[src/rtl/pong_pkg.sv]
// Shared pong constants, mode encodings and CPU-tracker state types.
// Latency: n/a (declarations only).
// Backpressure: n/a.
package pong_pkg;

  // Screen geometry in pixels
  localparam int SCREEN_WIDTH  = 640;
  localparam int SCREEN_HEIGHT = 480;
  localparam int TOP_MARGIN    = 25;
  localparam int BALL_SIZE     = 8;
  localparam int PADDLE_HEIGHT = 72;

  // Paddle-top offset range below the score bar
  localparam int Y_MAX = SCREEN_HEIGHT - TOP_MARGIN - PADDLE_HEIGHT;  // 383
  localparam int Y_CTR = Y_MAX / 2;                                   // 191

  localparam logic [9:0]        Y_MAX_V = 10'(Y_MAX);
  localparam logic [9:0]        Y_CTR_V = 10'(Y_CTR);
  localparam logic signed [10:0] Y_MAX_S = 11'(Y_MAX);
  localparam logic signed [10:0] Y_CTR_S = 11'(Y_CTR);

  // Offsets used to compare ball centre with paddle centre in screen space
  localparam logic signed [10:0] BALL_HALF_S  = 11'(BALL_SIZE / 2);
  localparam logic signed [10:0] PADDLE_OFF_S = 11'(TOP_MARGIN + PADDLE_HEIGHT / 2);

  // main_state encodings; anything else is a frozen state
  localparam logic [1:0] MS_MENU = 2'd0;
  localparam logic [1:0] MS_PLAY = 2'd1;

  // CPU tracker states
  typedef enum logic [1:0] {
    AI_IDLE   = 2'd0,
    AI_REACT  = 2'd1,
    AI_TRACK  = 2'd2,
    AI_RETURN = 2'd3
  } ai_state_t;

  // Step direction in screen terms: UP lowers y, DN raises y
  typedef enum logic [1:0] {
    DIR_HOLD = 2'd0,
    DIR_UP   = 2'd1,
    DIR_DN   = 2'd2
  } step_dir_t;

  // Button pair to direction; both or neither pressed means hold
  function automatic step_dir_t btn_dir(input logic up, input logic dn);
    step_dir_t d;
    d = DIR_HOLD;
    if (up && !dn) d = DIR_UP;
    else if (dn && !up) d = DIR_DN;
    return d;
  endfunction

endpackage

[src/rtl/paddle_ctrl_if.sv]
// Bundle of frame strobe, game mode, buttons, ball positions and paddle outputs.
// Latency: n/a (wiring only).
// Backpressure: none; all signals are levels or single-cycle strobes.
interface paddle_ctrl_if;
  logic       refresh_tick;
  logic [1:0] game_mode;
  logic [1:0] main_state;
  logic       btn_up1;
  logic       btn_dn1;
  logic       btn_up2;
  logic       btn_dn2;
  logic       cpu_enable;
  logic [9:0] ball_x_0;
  logic [9:0] ball_y_0;
  logic [9:0] ball_x_1;
  logic [9:0] ball_y_1;
  logic [9:0] paddle1_y;
  logic [9:0] paddle2_y;

  // Game side: drives controls and ball positions, consumes paddle positions
  modport master (
    output refresh_tick, game_mode, main_state,
    output btn_up1, btn_dn1, btn_up2, btn_dn2, cpu_enable,
    output ball_x_0, ball_y_0, ball_x_1, ball_y_1,
    input  paddle1_y, paddle2_y
  );

  // Paddle controller side
  modport slave (
    input  refresh_tick, game_mode, main_state,
    input  btn_up1, btn_dn1, btn_up2, btn_dn2, cpu_enable,
    input  ball_x_0, ball_y_0, ball_x_1, ball_y_1,
    output paddle1_y, paddle2_y
  );
endinterface

[src/rtl/paddle_step.sv]
// Saturating paddle stepper: moves y by step in dir, clamped to 0..Y_MAX.
// Latency: combinational.
// Backpressure: none.
module paddle_step
  import pong_pkg::*;
(
  input  logic [9:0] y_i,
  input  step_dir_t  dir_i,
  input  logic [9:0] step_i,
  output logic [9:0] y_o
);

  logic signed [10:0] y_s;
  logic signed [10:0] step_s;
  logic signed [10:0] sum_s;

  // Signed intermediate so an upward step below zero clamps instead of wrapping
  always_comb begin
    y_s    = signed'({1'b0, y_i});
    step_s = signed'({1'b0, step_i});
    sum_s  = y_s;
    y_o    = y_i;
    case (dir_i)
      DIR_UP:  sum_s = y_s - step_s;
      DIR_DN:  sum_s = y_s + step_s;
      default: sum_s = y_s;
    endcase
    if (sum_s < 11'sd0)        y_o = 10'd0;
    else if (sum_s > Y_MAX_S)  y_o = Y_MAX_V;
    else                       y_o = sum_s[9:0];
  end

endmodule

[src/rtl/paddle_ctrl.sv]
// Paddle position controller: human paddle 1, human or CPU-tracked paddle 2.
// Latency: positions update on the clk edge after a sampled refresh_tick; MENU recentres on any edge.
// Backpressure: none; inputs are sampled only on tick cycles.
module paddle_ctrl
  import pong_pkg::*;
#(
  parameter int PADDLE_SPEED   = 4,
  parameter int AI_SPEED       = 2,
  parameter int AI_DEADBAND    = 4,   // must be >= AI_SPEED so tracking cannot oscillate
  parameter int AI_REACT_TICKS = 3    // >= 1
)
(
  input  logic          clk,
  input  logic          reset,
  paddle_ctrl_if.slave  pif
);

  localparam logic signed [10:0] AI_SPEED_S = 11'(AI_SPEED);
  localparam logic signed [10:0] DEADBAND_S = 11'(AI_DEADBAND);
  localparam logic [3:0]         REACT_LD   = 4'(AI_REACT_TICKS);

  logic [9:0] p1_q, p1_d;
  logic [9:0] p2_q, p2_d;
  logic [9:0] prev_x_q, prev_x_d;
  logic [3:0] cnt_q, cnt_d;
  ai_state_t  state_q, state_d;

  logic               play_tick;
  logic               sel_ball1;
  logic [9:0]         tgt_x;
  logic [9:0]         tgt_y;
  logic               appr;
  logic signed [10:0] err_s;
  logic signed [10:0] err_abs_s;
  logic signed [10:0] ctr_diff_s;
  logic signed [10:0] ctr_abs_s;

  step_dir_t  ai_dir;
  logic       ai_snap;
  step_dir_t  p2_dir;
  logic [9:0] p2_step;
  logic [9:0] p1_next;
  logic [9:0] p2_next;

  assign play_tick = (pif.main_state == MS_PLAY) && pif.refresh_tick;

  // Target ball, approach flag and centre errors seen by the tracker
  always_comb begin
    sel_ball1  = (pif.game_mode != 2'd0) && (pif.ball_x_1 > pif.ball_x_0);
    tgt_x      = sel_ball1 ? pif.ball_x_1 : pif.ball_x_0;
    tgt_y      = sel_ball1 ? pif.ball_y_1 : pif.ball_y_0;
    appr       = tgt_x > prev_x_q;
    err_s      = (signed'({1'b0, tgt_y}) + BALL_HALF_S)
               - (signed'({1'b0, p2_q}) + PADDLE_OFF_S);
    err_abs_s  = (err_s < 11'sd0) ? -err_s : err_s;
    ctr_diff_s = signed'({1'b0, p2_q}) - Y_CTR_S;
    ctr_abs_s  = (ctr_diff_s < 11'sd0) ? -ctr_diff_s : ctr_diff_s;
  end

  // CPU tracker next state and requested paddle-2 motion
  always_comb begin
    state_d = state_q;
    cnt_d   = cnt_q;
    ai_dir  = DIR_HOLD;
    ai_snap = 1'b0;
    if (pif.main_state != MS_PLAY) begin
      state_d = AI_IDLE;
      cnt_d   = 4'd0;
    end else if (pif.refresh_tick) begin
      if (!pif.cpu_enable) begin
        state_d = AI_IDLE;
      end else begin
        case (state_q)
          AI_IDLE: begin
            if (appr) begin
              state_d = AI_REACT;
              cnt_d   = REACT_LD;
            end
          end
          AI_REACT: begin
            if (!appr)               state_d = AI_RETURN;
            else if (cnt_q == 4'd1)  state_d = AI_TRACK;
            else                     cnt_d   = cnt_q - 4'd1;
          end
          AI_TRACK: begin
            if (!appr)                       state_d = AI_RETURN;
            else if (err_abs_s > DEADBAND_S) ai_dir  = (err_s < 11'sd0) ? DIR_UP : DIR_DN;
          end
          AI_RETURN: begin
            if (appr) begin
              state_d = AI_REACT;
              cnt_d   = REACT_LD;
            end else if (ctr_abs_s <= AI_SPEED_S) begin
              ai_snap = 1'b1;
              state_d = AI_IDLE;
            end else begin
              ai_dir  = (ctr_diff_s > 11'sd0) ? DIR_UP : DIR_DN;
            end
          end
          default: state_d = AI_IDLE;
        endcase
      end
    end
  end

  // Paddle 2 follows either its buttons or the tracker
  always_comb begin
    p2_dir  = btn_dir(pif.btn_up2, pif.btn_dn2);
    p2_step = 10'(PADDLE_SPEED);
    if (pif.cpu_enable) begin
      p2_dir  = ai_dir;
      p2_step = 10'(AI_SPEED);
    end
  end

  paddle_step u_step1 (
    .y_i    (p1_q),
    .dir_i  (btn_dir(pif.btn_up1, pif.btn_dn1)),
    .step_i (10'(PADDLE_SPEED)),
    .y_o    (p1_next)
  );

  paddle_step u_step2 (
    .y_i    (p2_q),
    .dir_i  (p2_dir),
    .step_i (p2_step),
    .y_o    (p2_next)
  );

  // Position and prev_x next values; MENU recentres without waiting for a tick
  always_comb begin
    p1_d     = p1_q;
    p2_d     = p2_q;
    prev_x_d = prev_x_q;
    if (pif.main_state == MS_MENU) begin
      p1_d     = Y_CTR_V;
      p2_d     = Y_CTR_V;
      prev_x_d = 10'd0;
    end else if (play_tick) begin
      p1_d     = p1_next;
      p2_d     = (pif.cpu_enable && ai_snap) ? Y_CTR_V : p2_next;
      prev_x_d = tgt_x;
    end
  end

  // State registers with synchronous reset taking priority
  always_ff @(posedge clk) begin
    if (reset) begin
      p1_q     <= Y_CTR_V;
      p2_q     <= Y_CTR_V;
      prev_x_q <= 10'd0;
      cnt_q    <= 4'd0;
      state_q  <= AI_IDLE;
    end else begin
      p1_q     <= p1_d;
      p2_q     <= p2_d;
      prev_x_q <= prev_x_d;
      cnt_q    <= cnt_d;
      state_q  <= state_d;
    end
  end

  assign pif.paddle1_y = p1_q;
  assign pif.paddle2_y = p2_q;

endmodule

[src/flat_wrapper.sv]
// flat-port wrapper written by rule: the top's interface ports become plain ports
module paddle_ctrl_flat import pong_pkg::*;
#(
  parameter int PADDLE_SPEED   = 4,
  parameter int AI_SPEED       = 2,
  parameter int AI_DEADBAND    = 4,                                                      
  parameter int AI_REACT_TICKS = 3           
)
  (clk, reset, pif_refresh_tick, pif_game_mode, pif_main_state, pif_btn_up1, pif_btn_dn1, pif_btn_up2, pif_btn_dn2, pif_cpu_enable, pif_ball_x_0, pif_ball_y_0, pif_ball_x_1, pif_ball_y_1, pif_paddle1_y, pif_paddle2_y);
  paddle_ctrl_if pif_i ();
  input  logic clk;
  input  logic reset;
  input wire logic [$bits(pif_i.refresh_tick)-1:0] pif_refresh_tick;
  input wire logic [$bits(pif_i.game_mode)-1:0] pif_game_mode;
  input wire logic [$bits(pif_i.main_state)-1:0] pif_main_state;
  input wire logic [$bits(pif_i.btn_up1)-1:0] pif_btn_up1;
  input wire logic [$bits(pif_i.btn_dn1)-1:0] pif_btn_dn1;
  input wire logic [$bits(pif_i.btn_up2)-1:0] pif_btn_up2;
  input wire logic [$bits(pif_i.btn_dn2)-1:0] pif_btn_dn2;
  input wire logic [$bits(pif_i.cpu_enable)-1:0] pif_cpu_enable;
  input wire logic [$bits(pif_i.ball_x_0)-1:0] pif_ball_x_0;
  input wire logic [$bits(pif_i.ball_y_0)-1:0] pif_ball_y_0;
  input wire logic [$bits(pif_i.ball_x_1)-1:0] pif_ball_x_1;
  input wire logic [$bits(pif_i.ball_y_1)-1:0] pif_ball_y_1;
  output wire logic [$bits(pif_i.paddle1_y)-1:0] pif_paddle1_y;
  output wire logic [$bits(pif_i.paddle2_y)-1:0] pif_paddle2_y;
  assign pif_i.refresh_tick = pif_refresh_tick;
  assign pif_i.game_mode = pif_game_mode;
  assign pif_i.main_state = pif_main_state;
  assign pif_i.btn_up1 = pif_btn_up1;
  assign pif_i.btn_dn1 = pif_btn_dn1;
  assign pif_i.btn_up2 = pif_btn_up2;
  assign pif_i.btn_dn2 = pif_btn_dn2;
  assign pif_i.cpu_enable = pif_cpu_enable;
  assign pif_i.ball_x_0 = pif_ball_x_0;
  assign pif_i.ball_y_0 = pif_ball_y_0;
  assign pif_i.ball_x_1 = pif_ball_x_1;
  assign pif_i.ball_y_1 = pif_ball_y_1;
  assign pif_paddle1_y = pif_i.paddle1_y;
  assign pif_paddle2_y = pif_i.paddle2_y;
  paddle_ctrl #(.PADDLE_SPEED(PADDLE_SPEED), .AI_SPEED(AI_SPEED), .AI_DEADBAND(AI_DEADBAND), .AI_REACT_TICKS(AI_REACT_TICKS)) u_core (.clk(clk), .reset(reset), .pif(pif_i));
endmodule
[config.mk]
export PLATFORM = sky130hd
export DESIGN_NAME = paddle_ctrl_flat
export DESIGN_NICKNAME = d
export VERILOG_FILES = /design/src/rtl/pong_pkg.sv /design/src/rtl/paddle_ctrl_if.sv /design/src/rtl/paddle_step.sv /design/src/rtl/paddle_ctrl.sv /design/src/flat_wrapper.sv
export SDC_FILE = /design/constraint.sdc
export NUM_CORES = 1
export LEC_CHECK = 0
export ABC_AREA = 1
export BUFFER_PORTS_ARGS = -buffer_cell sky130_fd_sc_hd__buf_2
export CAP_MARGIN = 20
export CORE_UTILIZATION = 60
export CTS_CLUSTER_SIZE = 16
export DETAILED_ROUTE_END_ITERATION = 8
export PLACE_DENSITY = 0.83
export SYNTH_ARGS = -nofsm -noshare
export SYNTH_HDL_FRONTEND = slang
export SYNTH_SLANG_ARGS = --single-unit
[constraint.sdc]
create_clock -name clk -period 19.35 [get_ports clk]
set_input_delay 2.9025 -clock clk [delete_from_list [all_inputs] [get_ports clk]]
set_output_delay 2.9025 -clock clk [all_outputs]
set_load 0.03 [all_outputs]
==> impl_metrics.csv, run 1 <==
group,metric,value,unit
drt,ant_nets,0,
final_layout,nFillCells,747,
final_layout,layout-drive-gt1-share,11.7,%
final_layout,antenna_cells,0,
drt,via_per_inst,5.39,
worst_setup_path,slowest_delay,0.59,ns
worst_setup_path,crit_path_max_fanout,21,
clock_tree,postCtsSetupRepairBufs,0,
timing,max_freq,103,MHz
worst_setup_path,crit_top_cell,"nand2_1",
floorplan,num_io_pins,72,
timing,fin_setup_tns,0,ns
worst_setup_path,cp-start-kind,"input pin",
drt,drtPass1Iterations,7,
run,cap_viol_max_count,0,
worst_setup_path,worstSetupEndpointType,"flip-flop",
worst_setup_path,critical_path_arrival,9.87,ns
timing,finalCritPeriodShare,50.1,%
final_layout,nets,977,
synthesis,synth.distinct_cells,45,
floorplan,initial_utilization,61.8,%
drt,wire_per_inst,12.3,um
synthesis,async_reset_ff_share,0,%
worst_setup_path,cp_slowest_cell,"nand2_1",
synthesis,ys_seq_elements,35,
clock_tree,ctsResizeCount,0,
clock_tree,clock_sinks,35,
floorplan,dieArea,8280,um^2
place,portBuffers,71,
place,dp_hpwl,9610,um
final_layout,syn_to_final_growth,11.4,%
timing,finalHoldViolations,0,
timing,finalCriticalPeriod,9.69,ns
final_layout,mostFrequentLayoutCells,"nand2_1, inv_1, buf_2",
min_path,worst_hold_path_type,"flip-flop to flip-flop",
power,ir_drop,0.0527,mV
timing,drv_slew,0,
grt,grt_pass1_wl,20600,um
grt,first_global_vias,4896,
grt,grt_start_max_net_pins,32,
grt,grt_usage,29.9,%
floorplan,core_area,7690,um^2
timing,slew-limit-headroom,44.2,%
timing,worstMarginPinSlew,0.836,ns
status,outcome,"completed",
power,pwr_density_cell,55.5,nW/um^2
synthesis,synth_flop_cell,"dfxtp_1",
synthesis,netlist_area,4750,um^2
worst_setup_path,crit_type,"input pin to flip-flop",
synthesis,syn_inst,790,
grt,antenna_found_initial,0,
drt,drc,0,
final_layout,mostFrequentLayoutCell,"nand2_1",
synthesis,synth-seq-area-share,14.7,%
clock_tree,root_buffer,"clkbuf_8",
clock_tree,htreeDepth,2,
clock_tree,clkTransAtPathRegs,0.08,ns
timing,setup_violations,0,
floorplan,die_w,91.0,um
clock_tree,cts_tree,"built",
grt,grt_overflow,0,
synthesis,synth_edf_count,0,
worst_setup_path,required,19.53,ns
drt,drtIter0Drc,273,
place,finalWeightedCongestion,0.912,
synthesis,syn_avg_cell_area,6.01,um^2
clock_tree,cts_max_path_buffers,2,
timing,fin_skew,0.00961,ns
synthesis,syn-num-nets,911,
clock_tree,clk_latency,0.29,ns
floorplan,die_h,91.0,um
drt,vias,5165,
clock_tree,numCtsBuffers,5,
drt,routed_wl,11800,um
clock_tree,cts_hold_buffers,0,
place,placedInstanceArea,5180,um^2
power,leakage,3.05,nW
synthesis,yosys_warnings,0,
final_layout,finalInstanceArea,5290,um^2
timing,rsz0062_at_grt,"false",
floorplan,rows,32,
-- cells in the mapped netlist, types with 2 or more instances --
library cell | n | area (um^2)
nor3b_1 | 2 | 15.0
nor2_1 | 44 | 165
a21oi_2 | 2 | 17.5
o21ai_0 | 51 | 255
nand4_1 | 9 | 56.3
nand3_1 | 68 | 340
nor3_1 | 9 | 45.0
ha_1 | 66 | 826
o21bai_1 | 2 | 15.0
o211ai_1 | 6 | 45.0
o22ai_1 | 7 | 43.8
xor2_1 | 11 | 96.3
buf_2 | 3 | 15.0
a21oi_1 | 50 | 250
dfxtp_1 | 35 | 701
nand3b_1 | 6 | 45.0
clkbuf_1 | 9 | 33.8
nand2_2 | 3 | 18.8
inv_2 | 2 | 7.51
a31oi_1 | 2 | 12.5
xnor2_1 | 5 | 43.8
mux2i_1 | 5 | 50.1
fa_1 | 3 | 60.1
mux2_2 | 5 | 56.3
nand2_1 | 221 | 830
inv_1 | 145 | 544
-- per-layer routing --
metal	vias up	global-route usage, %	share of wire [%]
met5	-	0	0
met4	0	10.1	2.1
met3	23	2.85	4.1
met2	146	56.0	50
met1	2299	35.4	44
li1	2697	-	-
-- registers in the layout (all words and copies together) (netlist names) --
| register | cells |
|---|---|
| u_core.pif.paddle1_y | 9 |
| u_core.pif.paddle2_y | 10 |
| u_core.cnt_q | 4 |
| u_core.prev_x_q | 10 |
| u_core.state_q | 2 |
-- per-stage QoR --
step / std cells / hold slack [ns] / power [mW] / worst slack [ns] / utilization [%]
final: 959 / 0.497 / 0.294 / 9.66 / 68.9
after global routing: 959 / 0.545 / 0.320 / 8.93 / 68.9
after CTS: 959 / 0.501 / 0.295 / 9.72 / 68.9
after detailed placement: 951 / 0.488 / 0.226 / 9.43 / 67.4
after global placement: 951 / 0.481 / 0.220 / 9.68 / 67.4
after floorplan: 790 / 0.469 / 0.194 / 10.54 / -
-- where the power goes --
| group | internal (mW) | leakage, nW | switching, mW |
|---|---|---|---|
| clock | 0.0384 | 0.0581 | 0.0287 |
| sequential | 0.0743 | 0.284 | 0.00280 |
| combinational | 0.0549 | 2.71 | 0.0948 |
| total | 0.168 | 3.05 | 0.126 |
-- final cells by class --
type,count,area [um^2],area share (%)
multi-input combinational,593,3420,64.7
clock inverter,3,43.8,0.827
tap,102,128,2.41
clock buffer,5,68.8,1.30
timing repair buffer,73,370,7.00
inverter,148,558,10.5
sequential,35,701,13.2
-- final timing paths --
check / start / end / slack (ns) / cells past startpoint
max: pif_ball_x_0[3] / u_core.pif.paddle2_y[4] / 9.66 / 42
min: u_core.pif.paddle1_y[9] / u_core.pif.paddle1_y[9] / 0.50 / 2
max reg2reg: u_core.pif.paddle2_y[7] / u_core.pif.paddle2_y[4] / 13.88 / 33
min reg2reg: u_core.pif.paddle1_y[9] / u_core.pif.paddle1_y[9] / 0.50 / 2
-- worst max-delay path: cells and delay by family --
kind | cells | cell delay (ns)
AO/OA/AOI/OAI | 8 | 1.82
multiplexers | 1 | 0.48
XOR/XNOR | 1 | 0.15
buffers and inverters | 4 | 0.31
AND/OR/NAND/NOR | 23 | 2.70
adder cells (fa/ha/maj) | 5 | 1.51
-- cells by family (layout without fill, tap and decap cells) --
logic type | after synthesis | after routing | synth area share (%)
compound gates | 128 | 128 | 14.7
mux | 10 | 10 | 2.24
fa+ha+maj | 69 | 69 | 18.6
buf+inv | 162 | 229 | 13.2
xor+xnor | 16 | 16 | 2.95
flops | 35 | 35 | 14.7
simple gates | 370 | 370 | 33.5
No activity file was read; power rests on OpenSTA's default activity.
==> run 2, diff against run 1 <==
--- a/config.mk
+++ b/config.mk
@@ -5,10 +5,10 @@
 export SDC_FILE = /design/constraint.sdc
 export NUM_CORES = 1
 export LEC_CHECK = 0
-export ABC_AREA = 1
+export ABC_AREA = 0
 export BUFFER_PORTS_ARGS = -buffer_cell sky130_fd_sc_hd__buf_2
 export CAP_MARGIN = 20
-export CORE_UTILIZATION = 60
+export CORE_UTILIZATION = 59
 export CTS_CLUSTER_SIZE = 16
 export DETAILED_ROUTE_END_ITERATION = 8
 export PLACE_DENSITY = 0.83
==> constraint.sdc (replaced) <==
create_clock -name clk -period 9.65 [get_ports clk]
set_input_delay 1.4475 -clock clk [delete_from_list [all_inputs] [get_ports clk]]
set_output_delay 1.4475 -clock clk [all_outputs]
set_load 0.03 [all_outputs]
==> impl_metrics.csv, run 2 <==
group,metric,value,unit
worst_setup_path,r2r-start,"u_core.pif.paddle2_y[2]",
worst_setup_path,cp-start-kind,"input pin",
drt,ant_nets,0,
timing,finalCritPeriodShare,93.1,%
clock_tree,cts_tree,"built",
timing,max_freq,111,MHz
worst_setup_path,cp.buffers_inverters,4,
timing,setup_violations,0,
timing,rsz0062_at_grt,"false",
worst_setup_path,setup.worst_path.end,"u_core.pif.paddle2_y[1]",
synthesis,synth.most_common_cell,"ha_1",
clock_tree,cts_hold_buffers,0,
worst_setup_path,crit_start,"pif_ball_x_1[1]",
final_layout,layout-drive-gt1-share,16.9,%
clock_tree,postCtsSetupRepairBufs,0,
synthesis,async_reset_ff_share,0,%
grt,grt_overflow,0,
timing,setup_ws,0.662,ns
worst_setup_path,crit_type,"input pin to flip-flop",
worst_setup_path,cp_slowest_cell,"or4_1",
min_path,worst_hold_path_type,"flip-flop to flip-flop",
worst_setup_path,path_depth,34,
timing,finalHoldViolations,0,
synthesis,synthMuxAreaShare,5.85,%
synthesis,synth-compound-area-share,24.2,%
drt,drc,0,
clock_tree,clkTransAtPathRegs,0.07,ns
final_layout,nets,776,
status,outcome,"completed",
clock_tree,numCtsBuffers,5,
clock_tree,clock_sinks,35,
drt,vias,4600,
drt,drtIter0Drc,248,
place,finalWeightedCongestion,0.998,
synthesis,synth_simple_gate_area_share,22.8,%
floorplan,rows,31,
floorplan,dieArea,8150,um^2
worst_setup_path,crit_path_max_fanout,18,
timing,slew-limit-headroom,58.8,%
worst_setup_path,slowest_delay,0.51,ns
final_layout,mostFrequentLayoutCell,"buf_2",
timing,finalCriticalPeriod,8.99,ns
power,ir_drop,0.0705,mV
synthesis,syn_avg_cell_area,7.67,um^2
drt,drtPass1Iterations,5,
drt,wire_per_inst,15.2,um
synthesis,synth_top_cells_by_count,"ha_1, inv_1, nor2_1",
grt,grt_usage,28.4,%
drt,via_per_inst,6.09,
power,leakage,2.31,nW
grt,grt_pass1_wl,19400,um
final_layout,syn_to_final_growth,10.4,%
synthesis,synth_adder_area_share,19.3,%
worst_setup_path,critical_path_arrival,9.14,ns
clock_tree,root_buffer,"clkbuf_8",
synthesis,yosys_warnings,0,
synthesis,yosysTopAreaCellShare,17.9,%
synthesis,syn_inst,600,
timing,drv_slew,0,
synthesis,synth-seq-area-share,15.2,%
worst_setup_path,r2r_cells,24,
floorplan,initial_utilization,62.1,%
place,portBuffers,71,
worst_setup_path,r2r_slack,2.98,ns
final_layout,antenna_cells,0,
synthesis,syn-num-nets,721,
run,cap_viol_max_count,0,
floorplan,core_area,7410,um^2
worst_setup_path,crit_top_cell,"ha_1",
worst_setup_path,worstSetupEndpointType,"flip-flop",
power,pwr_density_cell,96.6,nW/um^2
floorplan,die_w,90.3,um
timing,fin_skew,0.00458,ns
clock_tree,clk_latency,0.29,ns
drt,routed_wl,11500,um
synthesis,synth.area.top_cells,"ha_1, dfxtp_1, inv_1",
timing,fin_setup_tns,0,ns
floorplan,die_h,90.3,um
synthesis,synth_edf_count,0,
final_layout,nFillCells,639,
synthesis,synth.largest_area_cell,"ha_1",
worst_setup_path,cp_top_family,"compound AO/OA/AOI/OAI gates",
final_layout,mostFrequentLayoutCells,"buf_2, ha_1, inv_1",
floorplan,num_io_pins,72,
place,dp_hpwl,9190,um
synthesis,netlist_area,4600,um^2
worst_setup_path,timing.rr.end,"u_core.pif.paddle2_y[1]",
synthesis,ys_seq_elements,35,
synthesis,synth_top_family_by_area,"compound AO/OA/AOI/OAI gates",
grt,antenna_found_initial,0,
clock_tree,ctsResizeCount,0,
grt,grt_start_max_net_pins,36,
timing,worstMarginPinSlew,0.615,ns
synthesis,synth_flop_cell,"dfxtp_1",
synthesis,synth.distinct_cells,79,
worst_setup_path,required,9.80,ns
place,dp_slack,0.451,ns
synthesis,yosys.area_share.xor_xnor,5.33,%
clock_tree,cts_max_path_buffers,2,
grt,first_global_vias,4353,
clock_tree,htreeDepth,2,
[run 2: worst min-delay path, cell delays in order, from the launching register on]
cell and delay [ns]:
dfxtp_1 0.30, inv_1 0.06, a211oi_1 0.06
[run 2: metrics by stage]
| step | total power [mW] | hold slack [ns] | instance area (um^2) | std cells | util, % |
|---|---|---|---|---|---|
| after floorplan | 0.330 | 0.439 | 4600 | 600 | - |
| after global placement | 0.375 | 0.450 | 4990 | 747 | 67.4 |
| after detailed placement | 0.384 | 0.454 | 4990 | 747 | 67.4 |
| after CTS | 0.488 | 0.468 | 5080 | 755 | 68.6 |
| after global routing | 0.527 | 0.491 | 5080 | 755 | 68.6 |
| final | 0.491 | 0.466 | 5080 | 755 | 68.6 |
[run 2: cell families after synthesis]
| group | count (synthesis) |
|---|---|
| flip-flops | 35 |
| XOR/XNOR | 28 |
| adder cells (fa/ha/maj) | 69 |
| AND/OR/NAND/NOR | 199 |
| AO/OA/AOI/OAI | 159 |
| buffers and inverters | 85 |
| multiplexers | 25 |
[run 2: final cells by class]
type | instances | area (um^2) | share of cell area, %
multi-input combinational | 480 | 3570 | 70.4
sequential | 35 | 701 | 13.8
timing repair buffer | 73 | 370 | 7.29
inverter | 60 | 225 | 4.43
tap | 99 | 124 | 2.44
clock buffer | 6 | 72.6 | 1.43
clock inverter | 2 | 12.5 | 0.246
[run 2: worst min-delay path by stage]
stage	startpoint	to	slack, ns	cells past startpoint
3_3_place_gp	u_core.prev_x_q[9]	u_core.prev_x_q[9]	0.45	2
3_5_place_dp	u_core.prev_x_q[5]	u_core.prev_x_q[5]	0.45	2
5_1_grt	u_core.prev_x_q[1]	u_core.prev_x_q[1]	0.49	2
4_1_cts	u_core.prev_x_q[6]	u_core.prev_x_q[6]	0.47	2
6_report	u_core.prev_x_q[9]	u_core.prev_x_q[9]	0.47	2
2_1_floorplan	u_core.prev_x_q[1]	u_core.prev_x_q[1]	0.44	2
[run 2: report_power, final]
group          total [mW]  switching (mW)  leakage [nW]  internal [mW]
logic               0.232           0.133          1.98         0.0992
clock network       0.106          0.0557        0.0412         0.0505
registers           0.152         0.00422         0.284          0.148
[run 2: routing by layer]
layer	routed length [um]	vias up	GRT usage, %	part of all wire (%)
met2	5410	138	47.6	47
met1	5320	2147	37.9	46
met4	237	0	8.74	2.1
met3	530	19	3.37	4.6
li1	-	2296	-	-
met5	0	-	0	0
==> run 3, diff against run 2 <==
--- a/config.mk
+++ b/config.mk
@@ -9,6 +9,7 @@
 export BUFFER_PORTS_ARGS = -buffer_cell sky130_fd_sc_hd__buf_2
 export CAP_MARGIN = 20
 export CORE_UTILIZATION = 59
+export CTS_BUF_LIST = sky130_fd_sc_hd__clkbuf_16
 export CTS_CLUSTER_SIZE = 16
 export DETAILED_ROUTE_END_ITERATION = 8
 export PLACE_DENSITY = 0.83
==> impl_metrics.csv, run 3 (same netlist as run 2, synthesis figures left out) <==
group,metric,value,unit
floorplan,dieArea,8150,um^2
clock_tree,htreeDepth,2,
grt,use_met1,38.4,%
power,p_clk_share,28.9,%
final_layout,finalInstanceArea,5140,um^2
place,placedInstanceArea,4990,um^2
drt,vias,4643,
worst_setup_path,cp.buffers_inverters,4,
clock_tree,ctsResizeCount,0,
clock_tree,numCtsBuffers,5,
worst_setup_path,slowest_delay,0.51,ns
clock_tree,cts_tree,"built",
worst_setup_path,required,9.79,ns
final_layout,layout-drive-gt1-share,16.9,%
clock_tree,cts_hold_buffers,0,
final_layout,mostFrequentLayoutCells,"buf_2, ha_1, inv_1",
place,dp_cells,747,
timing,finalCritPeriodShare,93.4,%
worst_setup_path,crit_top_cell,"ha_1",
grt,antenna_found_initial,0,
clock_tree,postCtsSetupRepairBufs,0,
final_layout,instances_no_fill,755,
floorplan,num_io_pins,72,
place,portBuffers,71,
drt,ant_nets,0,
timing,worstMarginPinSlew,0.616,ns
final_layout,mostFrequentLayoutCell,"buf_2",
worst_setup_path,critical_path_arrival,9.15,ns
floorplan,core_area,7410,um^2
clock_tree,cts_max_path_buffers,2,
timing,slew-limit-headroom,58.9,%
final_layout,antenna_cells,0,
power,leakage,2.34,nW
drt,drc,0,
grt,grt_use_met3,4.12,%
timing,finalHoldViolations,0,
timing,finalCriticalPeriod,9.01,ns
min_path,worst_hold_path_type,"flip-flop to flip-flop",
grt,grt_pass1_wl,19700,um
timing,fin_setup_tns,0,ns
grt,first_global_vias,4368,
worst_setup_path,crit_type,"input pin to flip-flop",
power,swShare,37.0,%
clock_tree,root_buffer,"clkbuf_16",
timing,rsz0062_at_grt,"false",
grt,grt_start_max_net_pins,36,
grt,grt_overflow,0,
clock_tree,clk_latency,0.28,ns
drt,routed_wl,11600,um
floorplan,die_w,90.3,um
place,dp_slack,0.451,ns
grt,grt_usage,28.9,%
grt,gr-usage-met2,48.7,%
power,p_seq_share,28.1,%
timing,setup_violations,0,
place,dp_hpwl,9190,um
floorplan,rows,31,
worst_setup_path,cp_top_family,"compound AO/OA/AOI/OAI gates",
worst_setup_path,cp_slowest_cell,"or4_1",
status,outcome,"completed",
drt,wire_per_inst,15.4,um
clock_tree,clock_sinks,35,
power,internal_power,0.342,mW
floorplan,initial_utilization,62.1,%
drt,drtPass1Iterations,5,
floorplan,die_h,90.3,um
clock_tree,clkTransAtPathRegs,0.06,ns
power,pwr_density_cell,106,nW/um^2
worst_setup_path,cp-start-kind,"input pin",
power,switching_power,0.200,mW
worst_setup_path,crit_path_max_fanout,18,
power,ir_drop,0.0859,mV
grt,grt_busiest_layer,"met2",
drt,drtIter0Drc,291,
worst_setup_path,worstSetupEndpointType,"flip-flop",
timing,drv_slew,0,
drt,via_per_inst,6.15,
timing,fin_skew,0.00391,ns
timing,max_freq,111,MHz
timing,setup_ws,0.637,ns
run,cap_viol_max_count,0,
final_layout,syn_to_final_growth,11.6,%
place,finalWeightedCongestion,0.998,
final_layout,nets,776,
power,comb_power_share,43.0,%
-- run 3: cell types whose count changed in the layout (fill, tap and decap cells not counted), sizes merged --
| cell | before | now |
|---|---|---|
| clkbuf | 6 | 5 |
| inv | 60 | 61 |
-- run 3: path summary, 6_finish.rpt --
kind,start,to,slack (ns),depth (start not counted)
setup / recovery,pif_ball_x_1[1],u_core.pif.paddle2_y[1],0.64,34
hold / removal,u_core.prev_x_q[5],u_core.prev_x_q[5],0.46,2
setup reg to reg,u_core.pif.paddle2_y[2],u_core.pif.paddle2_y[1],2.98,24
hold reg to reg,u_core.prev_x_q[5],u_core.prev_x_q[5],0.46,2
-- run 3: area by class of cell --
cell class                      count  area, um^2
Clock buffer                        5         125
Clock inverter                      3        16.3
Fill cell                         623        2270
Inverter                           60         225
Multi-Input combinational cell    480        3570
Sequential cell                    35         701
Tap cell                           99         124
Timing Repair Buffer               73         370
-- run 3: worst reg2reg max path, stage by stage (launching register included) --
cell and delay (ns):
dfxtp_1 0.63, inv_1 0.20, ha_1 0.36, inv_1 0.07, fa_1 0.46, nand2b_1 0.20
a21oi_1 0.32, and4_1 0.26, nor4_2 0.07, or4_1 0.51, mux2i_1 0.14, o311ai_1 0.26
nand3_1 0.13, a221o_1 0.33, ha_1 0.20, inv_1 0.23, ha_1 0.34, a211oi_1 0.29
nor2_1 0.11, o21ai_1 0.21, o21ai_0 0.15, xnor2_1 0.14, nor2_1 0.44, o31a_1 0.31
o221ai_1 0.14
-- run 3: metal layers --
layer  share of wire (%)  vias to the layer above
met1                  45                     2144
met4                 1.8                        0
met5                   0                        -
met3                 6.1                       19
met2                  47                      180
li1                    -                     2300
-- run 3: power groups by stage --
stage | Combinational, mW | Sequential, mW | Clock, mW
2_1_floorplan | 0.173 | 0.157 | 0
3_3_place_gp | 0.220 | 0.155 | 0
3_5_place_dp | 0.228 | 0.155 | 0
4_1_cts | 0.231 | 0.152 | 0.157
5_1_grt | 0.259 | 0.153 | 0.166
6_report | 0.233 | 0.152 | 0.156
-- run 3: metrics by stage --
| stage | total power [mW] | utilization (%) | hold slack, ns |
|---|---|---|---|
| floorplan | 0.330 | - | 0.439 |
| global placement | 0.375 | 67.4 | 0.450 |
| finish | 0.542 | 69.3 | 0.464 |
| CTS | 0.540 | 69.3 | 0.465 |
| detailed placement | 0.384 | 67.4 | 0.454 |
| global route | 0.577 | 69.3 | 0.488 |
